[src/rtl/euler_step_unit.sv]
// Sequential fixed-point Euler integrator for one body axis: vel' = vel + acc*dt,
// then pos' = pos + vel'*dt, sharing one sign-magnitude multiplier across two cycles.
module euler_step_unit #(
  parameter int WIDTH = 32,
  parameter int Q     = 16
) (
  input  logic             clock,
  input  logic             reset_L,
  input  logic             in_valid,
  output logic             in_ready,
  input  logic [WIDTH-1:0] pos_in,
  input  logic [WIDTH-1:0] vel_in,
  input  logic [WIDTH-1:0] acc_in,
  input  logic [WIDTH-1:0] dt_in,
  output logic             out_valid,
  input  logic             out_ready,
  output logic [WIDTH-1:0] pos_out,
  output logic [WIDTH-1:0] vel_out,
  output logic             ovf,
  output logic [1:0]       dbg_state
);

  // Handshake: a transfer happens on a rising clock edge where valid and ready are
  // both high; in_valid is only looked at in IDLE and out_valid holds until out_ready.
  typedef enum logic [1:0] {
    IDLE  = 2'd0,
    MUL_V = 2'd1,
    MUL_P = 2'd2,
    DONE  = 2'd3
  } state_t;

  state_t state, state_nx;

  logic [WIDTH-1:0] pos_l, vel_l, acc_l, dt_l;
  logic [WIDTH-1:0] pos_r, vel_r;
  logic             ovf_r;

  logic [WIDTH-1:0]   mul_a, mag_a, mag_b;
  logic               mul_neg;
  logic [2*WIDTH-1:0] mag_p, mag_shift;
  logic [WIDTH-1:0]   trunc_kept, trunc_val;
  logic               trunc_ovf;

  always_comb begin
    state_nx  = state;
    in_ready  = 1'b0;
    out_valid = 1'b0;
    case (state)
      IDLE: begin
        in_ready = 1'b1;
        if (in_valid) state_nx = MUL_V;
      end
      MUL_V: state_nx = MUL_P;
      MUL_P: state_nx = DONE;
      DONE: begin
        out_valid = 1'b1;
        if (out_ready) state_nx = IDLE;
      end
      default: state_nx = IDLE;
    endcase
  end

  // MUL_P multiplies by the velocity written in MUL_V, not the latched input.
  always_comb begin
    mul_a      = (state == MUL_P) ? vel_r : acc_l;
    mag_a      = mul_a[WIDTH-1] ? -mul_a : mul_a;
    mag_b      = dt_l[WIDTH-1] ? -dt_l : dt_l;
    mul_neg    = mul_a[WIDTH-1] ^ dt_l[WIDTH-1];
    mag_p      = {{WIDTH{1'b0}}, mag_a} * {{WIDTH{1'b0}}, mag_b};
    mag_shift  = mag_p >> Q;
    trunc_kept = {1'b0, mag_shift[WIDTH-2:0]};
    trunc_val  = mul_neg ? -trunc_kept : trunc_kept;
    trunc_ovf  = |mag_shift[2*WIDTH-1:WIDTH-1];
  end

  always_ff @(posedge clock or negedge reset_L) begin
    if (!reset_L) begin
      state <= IDLE;
      pos_l <= '0;
      vel_l <= '0;
      acc_l <= '0;
      dt_l  <= '0;
      pos_r <= '0;
      vel_r <= '0;
      ovf_r <= 1'b0;
    end else begin
      state <= state_nx;
      case (state)
        IDLE: begin
          if (in_valid) begin
            pos_l <= pos_in;
            vel_l <= vel_in;
            acc_l <= acc_in;
            dt_l  <= dt_in;
            ovf_r <= 1'b0;
          end
        end
        MUL_V: begin
          vel_r <= vel_l + trunc_val;
          if (trunc_ovf) ovf_r <= 1'b1;
        end
        MUL_P: begin
          pos_r <= pos_l + trunc_val;
          if (trunc_ovf) ovf_r <= 1'b1;
        end
        default: ;
      endcase
    end
  end

  assign pos_out   = pos_r;
  assign vel_out   = vel_r;
  assign ovf       = ovf_r;
  assign dbg_state = state;

endmodule

[config.mk]
export PLATFORM = sky130hd
export DESIGN_NAME = euler_step_unit
export DESIGN_NICKNAME = d
export VERILOG_FILES = /design/src/rtl/euler_step_unit.sv
export SDC_FILE = /design/constraint.sdc
export NUM_CORES = 2
export LEC_CHECK = 0
export CORE_ASPECT_RATIO = 0.75
export CORE_MARGIN = 1.5
export CORE_UTILIZATION = 45
export CTS_CLUSTER_SIZE = 16
export DETAILED_ROUTE_END_ITERATION = 8
export PLACE_DENSITY = 0.63
export SLEW_MARGIN = 10
export SYNTH_ARGS = -nofsm -noshare
export SYNTH_HDL_FRONTEND = slang
export SYNTH_SLANG_ARGS = --single-unit
[constraint.sdc]
create_clock -name clock -period 16.48 [get_ports clock]
set_input_delay 3.296 -clock clock [delete_from_list [all_inputs] [get_ports clock]]
set_output_delay 3.296 -clock clock [all_outputs]
set_load 0.02 [all_outputs]
==> flow_summary.rst <==
.. list-table::
   :header-rows: 1

   * - Metric
     - Value
   * - Pin count of the biggest net entering global routing
     - 76
   * - Run status
     - finished, violations left
   * - Length in cells of the worst reg-to-reg path
     - 46
   * - Max Root-Sink Buffers
     - 2
   * - Number of buffers inserted to repair setup after CTS
     - 0
   * - Setup crit end kind
     - flop
   * - Chip height
     - roughly 280 um
   * - Filler Cell Count
     - around 9300
   * - Number of logic stages on the critical path including buffering
     - 46
   * - Cell count after synthesis
     - just over 5000
   * - Fmax
     - around 64 MHz
   * - Final Hold Vio Count
     - 0
   * - DRC violations left
     - 3
   * - Setup slack after layout
     - 0.8412 ns
   * - CTS hold repair buffers
     - 0
   * - Bufs and invs on worst path
     - 8
   * - Family of cells with the greatest summed delay on the critical path
     - adder cells
   * - Syn nets
     - ~6400
   * - First-pass GRT wire length
     - 234200 um
   * - Effective utilization at floorplan
     - 0.4564
   * - Proportion of layout cells with a drive suffix above 1
     - 0.08504
   * - Pre-Repair DR Iteration Count
     - 7
   * - Violations in the final reports
     - design-rule violations
   * - Worst hold margin
     - roughly 0.50 ns
   * - Clock-pin transition on the worst setup and hold timing paths
     - 0.10 ns
   * - Vias per inst
     - 5.571
   * - Critical-path top delay cell
     - nor4_4
   * - Worst Setup Start Kind
     - flop
   * - Cells on Worst Hold Path
     - 1
   * - Area Overhead vs Synth
     - 10.98%
   * - Library cell appearing most often on the critical path
     - fa_1
   * - WL/cell
     - around 23 um
   * - Count of clock tree sinks
     - 195
   * - Largest clock skew in the final design
     - around 0.039 ns
   * - Max-slew violation count
     - 0
   * - Library cell used as clock root buffer
     - clkbuf_16
   * - Initial antenna violation count
     - 4
   * - Core Region
     - 99720 um2
   * - Via count
     - 36220
   * - Remaining global-route overflow
     - 0
   * - Number of setup violations in the final report
     - 0
   * - H-tree levels
     - 4
   * - Global routing usage summed across all routing layers
     - 0.3044
   * - Worst relative slew slack
     - 0.1210
   * - Number of input and output port buffers inserted
     - 200
   * - Cell area after technology mapping
     - ~46000 um2
   * - Signal arrival time at the worst endpoint
     - between 15 and 20 ns
   * - Delay contributed by the slowest stage of the critical path
     - between 0.7 and 0.8 ns
   * - Register area share after synthesis
     - 0.1072
   * - Die Width
     - around 370 um
   * - Number of buffers added by the clock tree synthesis step
     - 17
   * - Total wirelength of the detailed-routed design
     - approximately 150000 um
   * - I/O pin count
     - 201
   * - Share of the clock period used by the worst path
     - 0.9490
   * - Number of synthesized register bits
     - around 200
   * - Required time at the endpoint of the critical path
     - ~17 ns
   * - HPWL after detailed placement
     - approximately 130000 um
   * - TritonCTS clock tree
     - yes
   * - Number of max-cap violations
     - 0
   * - Final #Nets
     - between 6000 and 7000
   * - Total of warnings raised by yosys
     - 0
   * - FF-to-FF Start
     - dbg_state[0]
   * - Unrepaired setup endpoints after global routing
     - false
   * - Number of flops mapped to enable cells by yosys
     - 0
   * - Violation count after the first detailed-route iteration
     - ~3100
   * - Worst setup startpoint
     - dbg_state[0]
   * - DIE AREA
     - around 100000 um2
   * - Shortest period the worst path allows
     - between 15 and 20 ns
   * - Worst-skew pair later-pin latency
     - about 0.53 ns
   * - Most frequently used flop master after synthesis
     - dfrtp_1
   * - Type of the worst setup path
     - flop to flop
   * - Setup TNS
     - 0 ns
   * - Vias in the first global route
     - roughly 37000
   * - Post-synthesis area per instance
     - ~9.0 um2
   * - HP Class
     - flop to flop
   * - Number of routed nets with antenna violations
     - 0
   * - Routability-driven placement congestion ratio
     - approximately 0.97
   * - Largest driver fanout on the critical path
     - ~60
   * - Worst slew pin tran
     - between 1 and 1.5 ns
   * - Flop-to-flop setup slack
     - 0.84 ns
   * - Row cnt
     - 100
   * - Hold path start
     - pos_out[30]
   * - Share of flip-flops with an asynchronous set or reset after synthesis
     - 1.000
   * - Post-CTS resize count
     - 0
   * - Library cells used by synthesis
     - a little under 90
   * - Setup Slack @ Placement
     - between 1 and 1.5 ns
-- sequential cells by signal, summed over array words and instances, names as in the netlist --
name	count
vel_l	32
vel_out	32
ovf	1
dt_l	32
pos_l	32
acc_l	32
pos_out	32
dbg_state	2
-- metal layers --
metal / routed length, um / part of all wire / vias to the layer above / global-route usage
met1: 65920 / 0.44 / 18510 / 0.4413
met5: 27 / 0.00018 / - / 0
li1: - / - / 15860 / -
met4: 4766 / 0.032 / 4 / 0.09111
met3: 16750 / 0.11 / 203 / 0.08512
met2: 63600 / 0.42 / 1643 / 0.4401
-- final cells by class --
| class | count | area [um2] | share of cell area |
|---|---|---|---|
| Tap cell | 1326 | 1659 | 0.03284 |
| Sequential cell | 195 | 4880 | 0.09660 |
| Timing Repair Buffer | 320 | 2905 | 0.05752 |
| Multi-Input combinational cell | 3696 | 36930 | 0.7311 |
| Clock buffer | 17 | 425.4 | 0.008422 |
| Antenna cell | 1 | 2.502 | 0.00004954 |
| Inverter | 931 | 3495 | 0.06918 |
| Clock inverter | 15 | 215.2 | 0.004260 |
-- layout by cell type, fill, tap and decap left out, types with 20 or more instances in the layout --
master             n
a21oi_1          127
nor2_1           743
inv_1            929
buf_4            119
fa_1             897
dfrtp_1          195
a21o_1            56
and3_1            23
nand3_1           44
nand2b_1          33
o21ai_0           98
mux2_2           183
a31oi_1           20
xor2_1            57
o211ai_1          20
xnor2_1           93
nand4_1           28
mux2i_1           39
nand2_1          501
clkdlybuf4s50_1  199
ha_1             333
nor3_1            46
xnor2_2           31
-- kinds of logic (layout without fill, tap and decap cells) --
group | after synthesis | in the layout | share of synthesized area
flops | 195 | 195 | 0.1072
mux | 226 | 226 | 0.05498
fa+ha+maj | 1232 | 1232 | 0.4866
xor+xnor | 212 | 212 | 0.04110
simple gates | 1541 | 1541 | 0.1442
buf+inv | 1158 | 1283 | 0.09572
compound gates | 485 | 485 | 0.07015
other cells | 0 | 1 | 0
-- cells in the mapped netlist (7+ instances only) --
master      n  area (um2)
a211o_1    10       87.58
a211oi_1   17       127.6
a21o_1     56       420.4
a21oi_1   127       635.6
a31oi_1    20       125.1
and2_1     17       106.4
and3_1     23       143.9
clkbuf_1  218       818.3
dfrtp_1   195        4880
fa_1      897       17960
ha_1      335        4192
inv_1     929        3487
mux2_2    183        2061
mux2i_1    39       390.4
nand2_1   502        1884
nand2b_1   33       206.5
nand3_1    44       220.2
nand3b_1    9       67.56
nand4_1    28       175.2
nor2_1    744        2793
nor2b_1    17       106.4
nor3_1     46       230.2
nor4_1     12       75.07
o211ai_1   20       150.1
o21a_1     16       120.1
o21ai_0    99       495.5
o21bai_1   19       142.6
o22ai_1     8       50.05
o31ai_1    16       120.1
or2_2       7       43.79
or3_1      19       118.9
or4_1       8       60.06
xnor2_1   128        1121
xor2_1     83       727.0
-- through the flow --
| stage | area (um2) | cells | utilization |
|---|---|---|---|
| global placement | 49850 | 6467 | 0.4999 |
| global route | 50510 | 6501 | 0.5066 |
| detailed placement | 49860 | 6468 | 0.5000 |
| floorplan | 45520 | 5049 | - |
| finish | 50510 | 6501 | 0.5066 |
| CTS | 50500 | 6500 | 0.5064 |
-- final timing paths --
| check | endpoint |
|---|---|
| max | pos_out[31] |
| min | pos_out[30] |
| max reg2reg | pos_out[31] |
| min reg2reg | pos_out[30] |
| max in group asynchronous | dt_l[18] |
| min in group asynchronous | pos_out[27] |
Power is not shown: default switching activity piles up to over one toggle a cycle in this logic, so the estimate is an artifact.
